<file path="src/rtl/cfg_loader_pkg.sv">
// Shared types, constants and the serial CRC-16-CCITT step for the chain loader.
package cfg_loader_pkg;

  typedef enum logic [1:0] {
    IDLE     = 2'd0,
    LOAD     = 2'd1,
    READBACK = 2'd2
  } state_t;

  localparam logic [15:0] CRC16_POLY = 16'h1021;
  localparam logic [15:0] CRC16_INIT = 16'hFFFF;

  // One MSB-first serial update of the CRC register.
  function automatic logic [15:0] crc16_step(input logic [15:0] crc, input logic bit_in);
    return {crc[14:0], 1'b0} ^ (((crc[15] ^ bit_in) == 1'b1) ? CRC16_POLY : 16'h0000);
  endfunction

endpackage

</file>
<file path="src/rtl/cfg_crc16_serial.sv">
// Bit-serial CRC-16-CCITT accumulator; clear has priority over enable.
module cfg_crc16_serial
  import cfg_loader_pkg::*;
(
  input  logic        i_clk,
  input  logic        i_rst,
  input  logic        i_clr,
  input  logic        i_en,
  input  logic        i_bit,
  output logic [15:0] o_crc
);

  logic [15:0] r_crc;

  always_ff @(posedge i_clk) begin
    if (i_rst || i_clr) begin
      r_crc <= CRC16_INIT;
    end else if (i_en) begin
      r_crc <= crc16_step(r_crc, i_bit);
    end
  end

  assign o_crc = r_crc;

endmodule

</file>
<file path="src/rtl/cfg_chain_loader.sv">
// Serialises config words into the switch-box scan chain, then rotates the chain once
// to compare a readback CRC against the load CRC.
//   state    | meaning
//   IDLE     | waiting for start; CRCs held at init
//   LOAD     | accepting words, shifting them in bit 0 first
//   READBACK | feeding chain tail back to head for one full rotation
module cfg_chain_loader
  import cfg_loader_pkg::*;
#(
  parameter int WORD_W     = 32,
  parameter int CHAIN_BITS = 128
) (
  input  logic              i_prog_clk,
  input  logic              i_rst,
  input  logic              i_start,
  input  logic [WORD_W-1:0] i_cfg_data,
  input  logic              i_cfg_valid,
  output logic              o_cfg_ready,
  output logic              o_prog_in,
  output logic              o_prog_en,
  input  logic              i_chain_tail,
  output logic              o_busy,
  output logic              o_done,
  output logic              o_crc_ok,
  output logic [15:0]       o_crc_val
);

  localparam int NWORDS = CHAIN_BITS / WORD_W;
  localparam int CW     = $clog2(CHAIN_BITS + 1);
  localparam int IW     = $clog2(WORD_W);
  localparam int AW     = $clog2(NWORDS + 1);
  localparam logic [CW-1:0] CNT_LAST = CW'(CHAIN_BITS - 1);
  localparam logic [IW-1:0] IDX_LAST = IW'(WORD_W - 1);
  localparam logic [AW-1:0] ACC_MAX  = AW'(NWORDS);

  state_t            r_state;
  state_t            w_state_nxt;
  logic [WORD_W-1:0] r_word;
  logic              r_full;
  logic [IW-1:0]     r_idx;
  logic [CW-1:0]     r_cnt;
  logic [AW-1:0]     r_acc;
  logic              r_prog_en;
  logic              r_done;
  logic              r_crc_ok;
  logic [15:0]       r_crc_val;

  logic              w_shift_l;
  logic              w_shift_r;
  logic              w_cnt_end;
  logic              w_last_bit;
  logic              w_ready;
  logic              w_accept;
  logic              w_full_nxt;
  logic              w_en_nxt;
  logic              w_prog_in;
  logic [15:0]       w_crc_l;
  logic [15:0]       w_crc_r;

  assign w_shift_l  = (r_state == LOAD) && r_full;
  assign w_shift_r  = (r_state == READBACK);
  assign w_cnt_end  = (r_cnt == CNT_LAST);
  assign w_last_bit = w_shift_l && (r_idx == IDX_LAST);

  always_ff @(posedge i_prog_clk) begin
    if (i_rst) begin
      r_state <= IDLE;
    end else begin
      r_state <= w_state_nxt;
    end
  end

  always_comb begin
    w_state_nxt = r_state;
    case (r_state)
      IDLE:     if (i_start) w_state_nxt = LOAD;
      LOAD:     if (w_shift_l && w_cnt_end) w_state_nxt = READBACK;
      READBACK: if (w_cnt_end) w_state_nxt = IDLE;
      default:  w_state_nxt = IDLE;
    endcase
  end

  always_comb begin
    w_ready    = (r_state == LOAD) && (r_acc != ACC_MAX) && (!r_full || w_last_bit);
    w_accept   = w_ready && i_cfg_valid;
    w_prog_in  = 1'b0;
    if (r_state == LOAD) begin
      w_prog_in = r_word[r_idx];
    end else if (r_state == READBACK) begin
      w_prog_in = i_chain_tail;
    end
    w_full_nxt = r_full;
    if (w_accept) begin
      w_full_nxt = 1'b1;
    end else if (w_last_bit) begin
      w_full_nxt = 1'b0;
    end
    // prog_en is a flop: precompute what the decode will be next cycle
    w_en_nxt   = ((w_state_nxt == LOAD) && w_full_nxt) || (w_state_nxt == READBACK);
  end

  always_ff @(posedge i_prog_clk) begin
    if (i_rst) begin
      r_word    <= '0;
      r_full    <= 1'b0;
      r_idx     <= '0;
      r_cnt     <= '0;
      r_acc     <= '0;
      r_prog_en <= 1'b0;
      r_done    <= 1'b0;
      r_crc_ok  <= 1'b0;
      r_crc_val <= '0;
    end else begin
      r_done    <= 1'b0;
      r_prog_en <= w_en_nxt;
      case (r_state)
        IDLE: begin
          r_full <= 1'b0;
          r_idx  <= '0;
          r_cnt  <= '0;
          r_acc  <= '0;
          if (i_start) begin
            r_crc_ok  <= 1'b0;
            r_crc_val <= '0;
          end
        end
        LOAD: begin
          if (w_accept) begin
            r_word <= i_cfg_data;
            r_acc  <= r_acc + 1'b1;
          end
          r_full <= w_full_nxt;
          if (w_shift_l) begin
            r_idx <= r_idx + 1'b1;
            r_cnt <= w_cnt_end ? '0 : r_cnt + 1'b1;
          end
        end
        READBACK: begin
          r_cnt <= w_cnt_end ? '0 : r_cnt + 1'b1;
          if (w_cnt_end) begin
            // last tail bit is folded in here so the verdict lands with done
            r_done    <= 1'b1;
            r_crc_ok  <= (crc16_step(w_crc_r, i_chain_tail) == w_crc_l);
            r_crc_val <= w_crc_l;
          end
        end
        default: ;
      endcase
    end
  end

  cfg_crc16_serial u_crc_l (
    .i_clk (i_prog_clk),
    .i_rst (i_rst),
    .i_clr (r_state == IDLE),
    .i_en  (w_shift_l),
    .i_bit (w_prog_in),
    .o_crc (w_crc_l)
  );

  cfg_crc16_serial u_crc_r (
    .i_clk (i_prog_clk),
    .i_rst (i_rst),
    .i_clr (r_state == IDLE),
    .i_en  (w_shift_r),
    .i_bit (i_chain_tail),
    .o_crc (w_crc_r)
  );

  assign o_cfg_ready = w_ready;
  assign o_prog_in   = w_prog_in;
  assign o_prog_en   = r_prog_en;
  assign o_busy      = (r_state != IDLE);
  assign o_done      = r_done;
  assign o_crc_ok    = r_crc_ok;
  assign o_crc_val   = r_crc_val;

endmodule

</file>
<file path="config.mk">
export PLATFORM = sky130hd
export DESIGN_NAME = cfg_chain_loader
export DESIGN_NICKNAME = d
export VERILOG_FILES = /design/src/rtl/cfg_loader_pkg.sv /design/src/rtl/cfg_crc16_serial.sv /design/src/rtl/cfg_chain_loader.sv
export SDC_FILE = /design/constraint.sdc
export NUM_CORES = 1
export LEC_CHECK = 0
export ABC_AREA = 1
export CAP_MARGIN = 25
export CORE_ASPECT_RATIO = 1.1
export CORE_MARGIN = 10
export CORE_UTILIZATION = 40
export DETAILED_ROUTE_END_ITERATION = 10
export PLACE_DENSITY = 0.68
export SLEW_MARGIN = 20
export SYNTH_ARGS = -nofsm -noshare
export SYNTH_HDL_FRONTEND = slang
export SYNTH_SLANG_ARGS = --single-unit
</file>
<file path="constraint.sdc">
create_clock -name i_prog_clk -period 1.9 [get_ports i_prog_clk]
set_input_delay 0.19 -clock i_prog_clk [delete_from_list [all_inputs] [get_ports i_prog_clk]]
set_output_delay 0.19 -clock i_prog_clk [all_outputs]
set_load 0.1 [all_outputs]
</file>
==> flow_summary.toml <==
[outcome]
status = "complete, but fails checks"
violations = "setup timing"

[yosys]
syn-cell-area_um2 = 4623
syn_inst = 606
synth_top_area_cell = "dfxtp_1"
synth_nets = 652
synth_top_area_share_pct = 44.17
ys_async_sr_fraction_pct = 0
synthFlopType = "dfxtp_1"
synth-seq-area-share_pct = 44.17
netlist_top_cells_area = "dfxtp_1, nand2_1, nand3_1, a21oi_1, o211ai_1"
synth_seq_cells = 102
synthTopCellsByCount = "nand2_1, dfxtp_1, nand3_1, a21oi_1, inv_1"
syn_avg_cell_area_um2 = 7.629
synth-edff-count = 0
synth_cell_types = 42
yosysWarnings = 0
synth_most_common_cell = "nand2_1"

[setup_path]
worstReg2RegEnd = "r_acc[2]"
r2r_start = "r_idx[0]"
cp_data_arrival_time_ns = 1.83
rrSetupSlack_ns = -0.08
crit_path_end_kind = "primary output"
worstSetupStartpointType = "flip-flop"
slowest_delay_ns = 0.37
crit_path_top_delay_cell = "dfxtp_4"
crit_chain = "ha_4 -> nand2_2 -> nor2_2 -> ha_2 -> inv_2 -> a221oi_4 -> buf_6 -> buf_12"
r2r_cells = 12
required_ns = 1.71
crit_type = "reg -> out"
path_max_fanout = 2

[finish]
syn_to_final_growth_pct = 33.15
regArea_um2 = 2051
drive_gt1_share_pct = 24.12
fin_area_um2 = 6156
nNetsFinal = 721
multiInputGateArea_um2 = 2439
num_antenna_cells = 0
num-fill-cells = 1016

[sta]
setup_slack_ns = -0.1234
fin_crit_sh_pct = 106.5
finClkSkew_ns = 0.01000
slew-limit-headroom_pct = 50.93
rsz0062_at_grt = "yes"
fmax_mhz = 494.2
tightest_slew_ns = 0.7361
setup_viol = 29
whs_ns = 0.08361
slew_violations = 0
period_minus_slack_ns = 2.023
tns_ns = -1.026
hold_violations = 0

[clocking]
cts_sinks = 102
cts_tree = "done"
numCtsBuffers = 9
path_clk_slew_ns = 0.07
ctsHoldBuffers = 0
htree_levels = 3
clk_latency_ns = 0.35
cts_buffer_depth = 2
cts_root_buf = "clkbuf_16"

[placement]
hpwlAfterDp_mm = 8.067
placed_area_um2 = 5368
io_buffers = 58
gp_congestion = 0.8769

[routing]
ant_nets = 0
routed_wl_mm = 12.54
dr.pass1.iters = 4
routedWlPerCell_um = 15.11
vias = 4288
drt_iter0_markers = 299
viasPerCell = 5.166
route.detailed.drc = 0

[global_route]
grt_pass1_vias = 4160
antenna_found_initial = 0
grt_pass1_wl_mm = 19.53
grt_overflow = 0
track_usage_pct = 14.46
grt_max_degree = 57

[die]
die-area_um2 = 16260
pin_count = 59
std_cell_rows = 41
fp.dieH_um = 132.8
start_util_pct = 40.60
core_area_um2 = 11390
chipWidth_um = 122.5

[pwr]
power.density_nw_per_um2 = 790.4
vdd_drop_max_mv = 0.4084
p_leak_nw = 2.468
p_total_mw = 4.866

[min_path]
worstHoldEndpoint = "r_cnt[6]"
worstHoldStart = "i_rst"
hold_depth = 2
hp-class = "in -> reg"

[job]
maxCapViolations = 0
## placed cells by master (no fill, tap or decap), types with 3 or more instances in the layout
cell	Yosys	final
nor2_2	0	3
a21oi_1	53	40
buf_12	1	8
dfxtp_1	102	99
nor3_1	5	5
ha_1	9	5
clkinv_8	0	5
o211ai_1	19	19
clkbuf_16	0	10
nand3_2	13	14
inv_2	5	6
nand3_1	60	58
nor2_1	17	14
o22ai_1	4	4
xor2_1	6	6
inv_8	1	3
buf_4	5	33
buf_6	3	4
a211oi_1	3	3
nand2_1	196	176
nand2_2	6	24
inv_1	35	31
or2_2	3	3
inv_6	1	4
clkdlybuf4s50_1	0	35
a21oi_2	10	23
o21ai_0	8	7
## per-stage QoR
step | util (%) | instances | worst slack [ns]
after CTS | 50.80 | 818 | -0.1008
final | 54.05 | 830 | -0.1234
after detailed placement | 47.13 | 798 | -0.03090
after global placement | 47.13 | 798 | 0.06279
after floorplan | - | 606 | -0.5854
after global routing | 54.05 | 830 | -0.1829
## flip-flops by register name, summed over array words and instances (netlist names)
| register | count |
|---|---|
| r_idx | 5 |
| r_word | 32 |
| u_crc_r.o_crc | 16 |
| o_crc_val | 16 |
| o_crc_ok | 1 |
| u_crc_l.o_crc | 16 |
| o_prog_en | 1 |
| r_cnt | 8 |
| r_state | 2 |
| r_acc | 3 |
| o_done | 1 |
| r_full | 1 |
## metal layers
metal  GRT usage (%)  part of all wire (%)
met3           3.319                   4.7
met2           25.51                    53
met4           5.374                   1.7
met5               0                     0
met1           16.37                    41
## kinds of logic (layout without fill, tap and decap cells)
logic type	after synthesis	count (layout)	share of synthesized area, %
AO/OA/AOI/OAI	105	105	14.10
XOR/XNOR	9	9	1.868
adder cells (fa/ha/maj)	9	9	2.436
buffers and inverters	72	146	7.497
flip-flops	102	102	44.17
AND/OR/NAND/NOR	309	309	29.93
## repair_timing
action / 4_1_cts / 5_1_grt
endpoints found under the hold margin: 0 / 0
gates cloned: 1 / 6
setup buffers: 3 / 6
pin swaps: 7 / 12
setup endpoints to repair: 22 / 45
gates resized for setup: 13 / 65
## area by class of cell
cell class | count | share of cell area (%)
tap | 150 | 3.049
multi-input combinational | 432 | 39.61
timing repair buffer | 83 | 13.98
clock inverter | 7 | 1.850
timing repair inverter | 5 | 1.463
sequential | 102 | 33.31
inverter | 42 | 3.069
clock buffer | 9 | 3.659
## worst max path at each step
stage	from	to	cells past startpoint
2_1_floorplan	r_idx[0]	r_word[24]	11
3_3_place_gp	r_idx[1]	r_word[18]	10
3_5_place_dp	r_idx[1]	r_word[21]	10
4_1_cts	r_idx[0]	o_cfg_ready	8
5_1_grt	r_idx[0]	o_cfg_ready	8
6_report	r_idx[0]	o_cfg_ready	8
## power by group
part           internal, mW  switching (mW)
Sequential             2.18          0.0316
Combinational         0.238           0.347
Clock                  1.19           0.882
## critical path: cells and delay by family (launching register included)
family          cells  cell delay [ns]
simple gates        2             0.15
compound gates      1             0.28
fa+ha+maj           2             0.31
flops               1             0.37
buf+inv             3             0.36
No activity file was read; power rests on OpenSTA's default activity.
